File: src/rtl/traffic_pkg.sv
// rtl/traffic_pkg.sv - shared types and constants for the junction light sequencer
package traffic_pkg;

  typedef enum logic [2:0] {
    NS_GREEN  = 3'd0,
    NS_YELLOW = 3'd1,
    ALLRED_A  = 3'd2,
    EW_GREEN  = 3'd3,
    EW_YELLOW = 3'd4,
    ALLRED_B  = 3'd5,
    PED_WALK  = 3'd6
  } light_state_e;

  typedef enum logic {
    NS = 1'b0,
    EW = 1'b1
  } road_e;

  localparam logic [2:0] LIGHT_RED    = 3'b100;
  localparam logic [2:0] LIGHT_YELLOW = 3'b010;
  localparam logic [2:0] LIGHT_GREEN  = 3'b001;

  // Longest dwell among all phases, used to size the dwell counter.
  function automatic int max_ticks(input int a, input int b, input int c, input int d);
    int m;
    m = a;
    if (b > m) m = b;
    if (c > m) m = c;
    if (d > m) m = d;
    return m;
  endfunction

  // Counter width for a given longest dwell, never below one bit.
  function automatic int cnt_width(input int longest);
    int w;
    w = $clog2(longest);
    return (w < 1) ? 1 : w;
  endfunction

endpackage

File: src/rtl/traffic_light_fsm_if.sv
// rtl/traffic_light_fsm_if.sv - ticker/button inputs and light outputs of the sequencer
interface traffic_light_fsm_if;
  logic       timer_clk;
  logic       ped_req;
  logic [2:0] ns_light;
  logic [2:0] ew_light;
  logic       walk;
  logic       ped_ack;
  logic [2:0] phase;

  modport master (
    output timer_clk, ped_req,
    input  ns_light, ew_light, walk, ped_ack, phase
  );

  modport slave (
    input  timer_clk, ped_req,
    output ns_light, ew_light, walk, ped_ack, phase
  );
endinterface

File: src/rtl/tick_edge_detect.sv
// rtl/tick_edge_detect.sv - turns every level change of timer_clk into a one-cycle tick
module tick_edge_detect (
  input  logic clk,
  input  logic rstb,
  input  logic timer_clk_i,
  output logic tick_o
);

  logic tc_q;

  // Remember the previous timer_clk level; reset level matches the ticker's.
  always_ff @(posedge clk or negedge rstb) begin
    if (!rstb) begin
      tc_q <= 1'b0;
    end else begin
      tc_q <= timer_clk_i;
    end
  end

  assign tick_o = timer_clk_i ^ tc_q;

endmodule

File: src/rtl/traffic_light_fsm.sv
// rtl/traffic_light_fsm.sv - two-road junction light sequencer with pedestrian walk phase
module traffic_light_fsm
  import traffic_pkg::*;
#(
  parameter int GREEN_TICKS  = 8,
  parameter int YELLOW_TICKS = 3,
  parameter int ALLRED_TICKS = 1,
  parameter int WALK_TICKS   = 4
) (
  input logic               clk,
  input logic               rstb,
  traffic_light_fsm_if.slave bus
);

  localparam int MAX_TICKS = max_ticks(GREEN_TICKS, YELLOW_TICKS, ALLRED_TICKS, WALK_TICKS);
  localparam int CNT_W     = cnt_width(MAX_TICKS);

  typedef logic [CNT_W-1:0] cnt_t;

  localparam cnt_t GREEN_LAST  = cnt_t'(GREEN_TICKS - 1);
  localparam cnt_t YELLOW_LAST = cnt_t'(YELLOW_TICKS - 1);
  localparam cnt_t ALLRED_LAST = cnt_t'(ALLRED_TICKS - 1);
  localparam cnt_t WALK_LAST   = cnt_t'(WALK_TICKS - 1);

  light_state_e state_q, state_d;
  road_e        next_road_q, next_road_d;
  cnt_t         tick_cnt_q, tick_cnt_d;
  logic         ped_pending_q, ped_pending_d;
  logic         ped_ack_q, ped_ack_d;
  logic         tick;
  cnt_t         dwell_last;

  tick_edge_detect u_tick (
    .clk         (clk),
    .rstb        (rstb),
    .timer_clk_i (bus.timer_clk),
    .tick_o      (tick)
  );

  // Last counter value of the phase currently being shown.
  always_comb begin
    dwell_last = ALLRED_LAST;
    case (state_q)
      NS_GREEN, EW_GREEN:   dwell_last = GREEN_LAST;
      NS_YELLOW, EW_YELLOW: dwell_last = YELLOW_LAST;
      PED_WALK:             dwell_last = WALK_LAST;
      default:              dwell_last = ALLRED_LAST;
    endcase
  end

  // Phase sequencing, dwell counting and pedestrian request latching.
  always_comb begin
    state_d       = state_q;
    next_road_d   = next_road_q;
    tick_cnt_d    = tick_cnt_q;
    ped_pending_d = ped_pending_q | bus.ped_req;
    ped_ack_d     = 1'b0;

    if (tick) begin
      if (tick_cnt_q == dwell_last) begin
        tick_cnt_d = '0;
        case (state_q)
          NS_GREEN:  state_d = NS_YELLOW;
          NS_YELLOW: state_d = ALLRED_A;
          ALLRED_A: begin
            next_road_d = EW;
            state_d     = ped_pending_q ? PED_WALK : EW_GREEN;
          end
          EW_GREEN:  state_d = EW_YELLOW;
          EW_YELLOW: state_d = ALLRED_B;
          ALLRED_B: begin
            next_road_d = NS;
            state_d     = ped_pending_q ? PED_WALK : NS_GREEN;
          end
          PED_WALK:  state_d = (next_road_q == NS) ? NS_GREEN : EW_GREEN;
          default:   state_d = ALLRED_B;
        endcase
      end else begin
        tick_cnt_d = tick_cnt_q + 1'b1;
      end
    end

    // Entering the walk serves the request; a press in that same cycle is absorbed.
    if ((state_d == PED_WALK) && (state_q != PED_WALK)) begin
      ped_pending_d = 1'b0;
      ped_ack_d     = 1'b1;
    end
  end

  // State registers; reset parks the junction in all-red ahead of NS green.
  always_ff @(posedge clk or negedge rstb) begin
    if (!rstb) begin
      state_q       <= ALLRED_B;
      next_road_q   <= NS;
      tick_cnt_q    <= '0;
      ped_pending_q <= 1'b0;
      ped_ack_q     <= 1'b0;
    end else begin
      state_q       <= state_d;
      next_road_q   <= next_road_d;
      tick_cnt_q    <= tick_cnt_d;
      ped_pending_q <= ped_pending_d;
      ped_ack_q     <= ped_ack_d;
    end
  end

  // Moore decode of the lights from the state register.
  always_comb begin
    bus.ns_light = LIGHT_RED;
    bus.ew_light = LIGHT_RED;
    bus.walk     = 1'b0;
    case (state_q)
      NS_GREEN:  bus.ns_light = LIGHT_GREEN;
      NS_YELLOW: bus.ns_light = LIGHT_YELLOW;
      EW_GREEN:  bus.ew_light = LIGHT_GREEN;
      EW_YELLOW: bus.ew_light = LIGHT_YELLOW;
      PED_WALK:  bus.walk     = 1'b1;
      default:   bus.walk     = 1'b0;
    endcase
  end

  assign bus.ped_ack = ped_ack_q;
  assign bus.phase   = state_q;

endmodule

File: src/flat_wrapper.sv
// flat-port wrapper written by rule: the top's interface ports become plain ports
module traffic_light_fsm_flat import traffic_pkg::*;
#(
  parameter int GREEN_TICKS  = 8,
  parameter int YELLOW_TICKS = 3,
  parameter int ALLRED_TICKS = 1,
  parameter int WALK_TICKS   = 4
)
  (clk, rstb, bus_timer_clk, bus_ped_req, bus_ns_light, bus_ew_light, bus_walk, bus_ped_ack, bus_phase);
  traffic_light_fsm_if bus_i ();
  input logic clk;
  input logic rstb;
  input wire logic [$bits(bus_i.timer_clk)-1:0] bus_timer_clk;
  input wire logic [$bits(bus_i.ped_req)-1:0] bus_ped_req;
  output wire logic [$bits(bus_i.ns_light)-1:0] bus_ns_light;
  output wire logic [$bits(bus_i.ew_light)-1:0] bus_ew_light;
  output wire logic [$bits(bus_i.walk)-1:0] bus_walk;
  output wire logic [$bits(bus_i.ped_ack)-1:0] bus_ped_ack;
  output wire logic [$bits(bus_i.phase)-1:0] bus_phase;
  assign bus_i.timer_clk = bus_timer_clk;
  assign bus_i.ped_req = bus_ped_req;
  assign bus_ns_light = bus_i.ns_light;
  assign bus_ew_light = bus_i.ew_light;
  assign bus_walk = bus_i.walk;
  assign bus_ped_ack = bus_i.ped_ack;
  assign bus_phase = bus_i.phase;
  traffic_light_fsm #(.GREEN_TICKS(GREEN_TICKS), .YELLOW_TICKS(YELLOW_TICKS), .ALLRED_TICKS(ALLRED_TICKS), .WALK_TICKS(WALK_TICKS)) u_core (.clk(clk), .rstb(rstb), .bus(bus_i));
endmodule
File: config.mk
export PLATFORM = sky130hd
export DESIGN_NAME = traffic_light_fsm_flat
export DESIGN_NICKNAME = d
export VERILOG_FILES = /design/src/rtl/traffic_pkg.sv /design/src/rtl/traffic_light_fsm_if.sv /design/src/rtl/tick_edge_detect.sv /design/src/rtl/traffic_light_fsm.sv /design/src/flat_wrapper.sv
export SDC_FILE = /design/constraint.sdc
export NUM_CORES = 1
export LEC_CHECK = 0
export ABC_CLOCK_PERIOD_IN_PS = 2120
export BUFFER_PORTS_ARGS = -buffer_cell sky130_fd_sc_hd__clkbuf_2
export CORE_MARGIN = 1
export CORE_UTILIZATION = 52
export DETAILED_ROUTE_END_ITERATION = 8
export PLACE_DENSITY = 0.86
export SYNTH_ARGS = -nofsm -noshare
export SYNTH_HDL_FRONTEND = slang
export SYNTH_SLANG_ARGS = --single-unit
File: constraint.sdc
create_clock -name clk -period 2.12 [get_ports clk]
set_clock_uncertainty 0.05 [all_clocks]
set_input_delay 0.424 -clock clk [delete_from_list [all_inputs] [get_ports clk]]
set_output_delay 0.424 -clock clk [all_outputs]
set_load 0.005 [all_outputs]
==> run summary, run 1 <==
status -> completed
Longest Clk Path Bufs -> 2
Crit Path Class -> reg -> out
GRT Resource Usage Total -> 0.235
worst slew pin tran -> 422 ps
Layout Nets -> 104
Critical Path AT -> 1480 ps
Root Driver -> clkbuf_4
R2R cell count -> 4
RR Endpoint -> u_core.next_road_q
Total Die Area -> 1550 um2
Top FF cell, synth -> dfrtp_1
Mapped Nets -> 83
CP Buf/Inv Count -> 2
worst min path class -> in -> reg
fin crit share -> 0.924
Simple-Gate Fraction of Synth Area -> 0.273
Synth Area in Compound Gates -> 0.275
Max-cap violations -> 0
vias per cell -> 6.19
final WL -> 1650 um
post-place instance area -> 801 um2
setup tns final -> 0 ps
htree depth -> 1
CTS buffer count -> 3
Die Y -> 39.4 um
post-route ant nets -> 0
Post-Synthesis Mean Instance Area -> 9.34 um2
crit path launch type -> flip-flop
slowest cell on the critical path -> dfstp_2
#FFs+latches synth -> 10
CP Data Required Time -> 1650 ps
fraction of layout cells with a size suffix above 1 -> 0.367
Crit path max-delay family -> flip-flops
WHS Endpoint -> u_core.u_tick.tc_q
CP Capture Type -> primary output
Area Overhead vs Synth -> 21.1%
CTS tree -> yes
largest family of logic cells by synthesized area -> compound AO/OA/AOI/OAI gates
ant diodes -> 0
vias in the first global route -> 534
GPL Wtd Cong -> 0.875
initial antenna violation count -> 0
Period minus WS final -> 1960 ps
Clock Latency Late Sink -> 260 ps
Crit path largest cell delay -> 670 ps
Synth cell types -> 36
PwrDens -> 1540 nW/um2
1st-pass router iterations -> 4
Reg clk slew, reported paths -> 70 ps
Cell Chain, Critical Path -> inv_2, nor3_1, nor2_1, clkbuf_2
WL/cell -> 14.6 um
crit-path max FO -> 11
Synth Area in Adders -> 0.0172
final setup violation count -> 0
Max Slew Vio Count -> 0
# fillers -> 107
RSZ-0062 raised after global routing -> false
DIE WIDTH -> 39.4 um
synthesis warning total -> 0
Final Hold Viols -> 0
VDD IR max -> 798 uV
largest net degree at the start of global routing -> 14
Pleak -> 0.000366 uW
global route total overflow -> 0
register area share after synthesis -> 0.347
FF-to-FF setup slack -> 170 ps
beginning of the worst hold path -> bus_timer_clk
Post-synth EDFFs -> 0
io pins -> 15
xor/xnor cell area share of the yosys netlist -> 0.0241
worst hold path depth -> 1
normalized max-slew margin -> 0.718
global-route wire length before repair -> 2470 um
FMAX -> 511 MHz
area of the core -> 1300 um2
via count -> 699
# rows -> 13
IO buf count -> 14
post-synthesis mux area share -> 0
design area -> 882 um2
initial core utilization -> 0.560
cells after synthesis -> 78
Async S/R FF share, synth -> 1.00
worst r2r src -> u_core.bus.phase[2]
Fin Hold WS -> 241 ps
Cell Area, Synth -> 728 um2
initial drt markers -> 17
DR DRC count -> 0
post-DP HPWL -> 1140 um
Sink Count -> 10
-- where the power goes --
group          internal (uW)  total, uW  switching, uW
Clock                    104        170           65.9
Sequential               274        434            160
Combinational            350        751            402
Total                    728       1360            627
-- repair_timing --
item                                    in CTS  in global routing
hold buffers                                 1                  0
endpoints found under the hold margin        8                  0
buffers inserted                             0                  4
gates resized for setup                      0                  1
endpoints found under the setup margin       0                  2
-- through the flow --
| step | instances | util | setup WS [ps] | total power, uW |
|---|---|---|---|---|
| after floorplan | 78 | - | 276 | 930 |
| after global placement | 104 | 0.615 | 262 | 1090 |
| after detailed placement | 104 | 0.615 | 208 | 1110 |
| after CTS | 109 | 0.651 | 10.6 | 1290 |
| after global routing | 113 | 0.678 | 48.5 | 1470 |
| final | 113 | 0.678 | 162 | 1360 |
-- Yosys cell counts, types with 3 or more instances --
library cell / number / area share
a311oi_1: 4 / 0.048
dfrtp_1: 8 / 0.27
inv_1: 3 / 0.015
nand2_1: 7 / 0.036
nor2_1: 7 / 0.036
nor2b_1: 3 / 0.026
nor3_1: 3 / 0.021
o21ai_0: 4 / 0.027
o22ai_1: 4 / 0.034
-- area by class of cell --
class,instances,area [um2],area share
clock buffers,4,36.3,0.0411
flip-flops and latches,10,253,0.287
multi-input cells,58,434,0.492
well taps,15,18.8,0.0213
inverters,6,22.5,0.0255
repair buffers,20,118,0.133
-- sequential cells by signal (all words and copies together) (netlist names) --
| signal | flops |
|---|---|
| u_core.bus.ped_ack | 1 |
| u_core.bus.phase | 3 |
| u_core.next_road_q | 1 |
| u_core.ped_pending_q | 1 |
| u_core.tick_cnt_q | 3 |
| u_core.u_tick.tc_q | 1 |
-- worst max path at each step --
stage	cells past startpoint	start	endpoint
2_1_floorplan	5	u_core.bus.phase[2]	u_core.next_road_q
6_report	4	u_core.bus.phase[2]	bus_ew_light[2]
3_3_place_gp	4	u_core.bus.phase[2]	u_core.next_road_q
4_1_cts	4	u_core.bus.phase[0]	bus_ew_light[2]
3_5_place_dp	4	u_core.bus.phase[2]	u_core.next_road_q
5_1_grt	4	u_core.bus.phase[2]	bus_ew_light[2]
-- logic make-up (layout without fill, tap and decap cells) --
family,count (synthesis),after routing
AND/OR/NAND/NOR,31,31
XOR/XNOR,2,2
buffers and inverters,10,30
flip-flops,10,10
AO/OA/AOI/OAI,24,24
adder cells (fa/ha/maj),1,1
-- layout by cell type, fill, tap and decap left out, types with 2 or more instances in the layout --
master	netlist	routed
clkbuf_4	0	3
o21a_1	2	2
nor3_1	3	2
a21oi_1	2	2
a31oi_1	2	2
nor2_1	7	7
xnor2_1	2	2
clkbuf_2	0	14
o22ai_1	4	4
inv_2	2	2
dfrtp_1	8	8
nor2b_1	3	3
dfstp_2	2	2
inv_1	3	3
buf_4	2	5
a311oi_1	4	4
nand3_1	2	2
nand2_1	7	7
o21ai_0	4	4
-- per-layer routing --
layer	share of wire	global-route usage	up-vias
met4	0.0036	0.0948	0
met2	0.50	0.352	43
met1	0.44	0.335	321
li1	-	-	333
met5	0	0	-
met3	0.062	0.0341	2
Power figures use the tool's default switching activity.
==> run 2: changes to the inputs <==
--- a/config.mk
+++ b/config.mk
@@ -10,7 +10,7 @@
 export CORE_MARGIN = 1
 export CORE_UTILIZATION = 52
 export DETAILED_ROUTE_END_ITERATION = 8
-export PLACE_DENSITY = 0.86
+export PLACE_DENSITY_LB_ADDON = 0.12
 export SYNTH_ARGS = -nofsm -noshare
 export SYNTH_HDL_FRONTEND = slang
 export SYNTH_SLANG_ARGS = --single-unit
==> run summary, run 2 (synthesis gave the netlist of run 1 again) <==
worst min path class -> in -> reg (unchanged)
postcts setup bufs -> 0 (unchanged)
WL/cell -> 14.9 um (was 14.6 um)
Power Internal -> 708 uW (was 728 uW)
commonest non-fill, non-tap cells in the layout -> 14 x clkbuf_2, 8 x dfrtp_1, 7 x nand2_1, 7 x nor2_1 (was 14 x clkbuf_2, 8 x dfrtp_1, 7 x nand2_1, 7 x nor2_1, 5 x buf_4)
# fillers -> 107 (unchanged)
initial antenna violation count -> 0 (unchanged)
crit-path max FO -> 9 (was 11)
commonest non-fill, non-tap cell in the layout -> clkbuf_2 (unchanged)
Psw -> 614 uW (was 627 uW)
Period minus WS final -> 1970 ps (was 1960 ps)
ant diodes -> 0 (unchanged)
vias in the first global route -> 619 (was 534)
worst slew pin tran -> 409 ps (was 422 ps)
CTS tree -> yes (unchanged)
IO buf count -> 14 (unchanged)
normalized max-slew margin -> 0.727 (was 0.718)
setup tns final -> 0 ps (unchanged)
post-cts gate resize count -> 0 (unchanged)
area of the core -> 1300 um2 (unchanged)
io pins -> 15 (unchanged)
Clock Latency Late Sink -> 270 ps (was 260 ps)
dpl ws -> 202 ps (was 208 ps)
Layout Nets -> 103 (was 104)
CP Data Required Time -> 1650 ps (about the same)
status -> completed (unchanged)
FF-to-FF setup slack -> 180 ps (was 170 ps)
via count -> 697 (was 699)
Total Die Area -> 1550 um2 (unchanged)
CTS buffer count -> 3 (unchanged)
Crit Path Class -> reg -> out (unchanged)
Flop pwr share -> 0.323 (was 0.320)
final worst slack -> 146 ps (was 162 ps)
VDD IR max -> 658 uV (was 798 uV)
GPL Wtd Cong -> 0.829 (was 0.875)
Max-cap violations -> 0 (unchanged)
global route total overflow -> 0 (unchanged)
FMAX -> 507 MHz (was 511 MHz)
1st-pass router iterations -> 4 (unchanged)
largest net degree at the start of global routing -> 12 (was 14)
Pleak -> 0.000359 uW (was 0.000366 uW)
RSZ-0062 raised after global routing -> false (unchanged)
Die Y -> 39.4 um (unchanged)
fin crit share -> 0.931 (was 0.924)
hold_buf cts -> 1 (unchanged)
Root Driver -> clkbuf_4 (unchanged)
crit path launch type -> flip-flop (unchanged)
CP Capture Type -> primary output (unchanged)
initial drt markers -> 30 (was 17)
DIE WIDTH -> 39.4 um (unchanged)
Critical Path AT -> 1500 ps (was 1480 ps)
fraction of layout cells with a size suffix above 1 -> 0.351 (was 0.367)
Final Hold Viols -> 0 (unchanged)
DR DRC count -> 0 (unchanged)
final WL -> 1670 um (was 1650 um)
post-route ant nets -> 0 (unchanged)
Sink Count -> 10 (unchanged)
GRT Resource Usage Total -> 0.261 (was 0.235)
final setup violation count -> 0 (unchanged)
Fin Hold WS -> 238 ps (was 241 ps)
Max Slew Vio Count -> 0 (unchanged)
htree depth -> 1 (unchanged)
Sw Share -> 0.464 (was 0.463)
Reg clk slew, reported paths -> 70 ps (about the same)
post-DP HPWL -> 1210 um (was 1140 um)
Combinational Power Share -> 0.546 (was 0.554)
# rows -> 13 (unchanged)
initial core utilization -> 0.560 (unchanged)
global-route wire length before repair -> 2630 um (was 2470 um)
Layout Utilization -> 0.668 (was 0.678)
PwrDens -> 1520 nW/um2 (was 1540 nW/um2)
Longest Clk Path Bufs -> 2 (unchanged)
vias per cell -> 6.22 (was 6.19)
area of the multi-input gates -> 429 um2 (was 434 um2)
Clk pwr share -> 0.132 (was 0.125)
register area -> 253 um2 (unchanged)
Area Overhead vs Synth -> 19.4% (was 21.1%)
run 2: path summary, 6_finish.rpt:
| kind | from | to | cells after the start |
|---|---|---|---|
| worst max-delay path | u_core.bus.phase[0] | bus_ew_light[2] | 4 |
| worst min-delay path | bus_timer_clk | u_core.u_tick.tc_q | 1 |
| worst max register to register | u_core.bus.phase[2] | u_core.next_road_q | 4 |
| worst min register to register | u_core.next_road_q | u_core.next_road_q | 1 |
| max in group asynchronous | rstb | u_core.bus.phase[0] | 2 |
| min in group asynchronous | rstb | u_core.bus.phase[1] | 2 |
run 2: critical path, cell delays in order, from the launching register on:
cell,delay (ps)
dfstp_2,630
inv_1,170
nor3_1,240
nor2_1,80
clkbuf_2,110
run 2: power groups by stage:
stage | combinational, uW | sequential, uW | clock, uW
floorplan | 579 | 350 | 0
global placement | 708 | 419 | 0
detailed placement | 713 | 427 | 0
CTS | 717 | 423 | 178
global route | 807 | 441 | 186
finish | 721 | 426 | 174
run 2: area by class of cell:
class                           count  share of cell area
Tap cell                           15              0.0216
Multi-Input combinational cell     58               0.494
Sequential cell                    10               0.291
Timing Repair Buffer               19               0.127
Clock buffer                        4              0.0417
Inverter                            6              0.0259
run 2: metal layers:
metal,up-vias,global-route usage,share of wire
li1,332,-,-
met3,8,0.0795,0.055
met4,0,0.207,0.028
met5,-,0,0
met1,326,0.307,0.44
met2,31,0.385,0.47
run 2: through the flow:
| stage | total power [uW] | instances | instance area, um2 |
|---|---|---|---|
| after floorplan | 930 | 78 | 728 |
| after global placement | 1130 | 107 | 823 |
| after detailed placement | 1140 | 107 | 823 |
| after CTS | 1320 | 112 | 870 |
| after global routing | 1430 | 112 | 870 |
| final | 1320 | 112 | 870 |
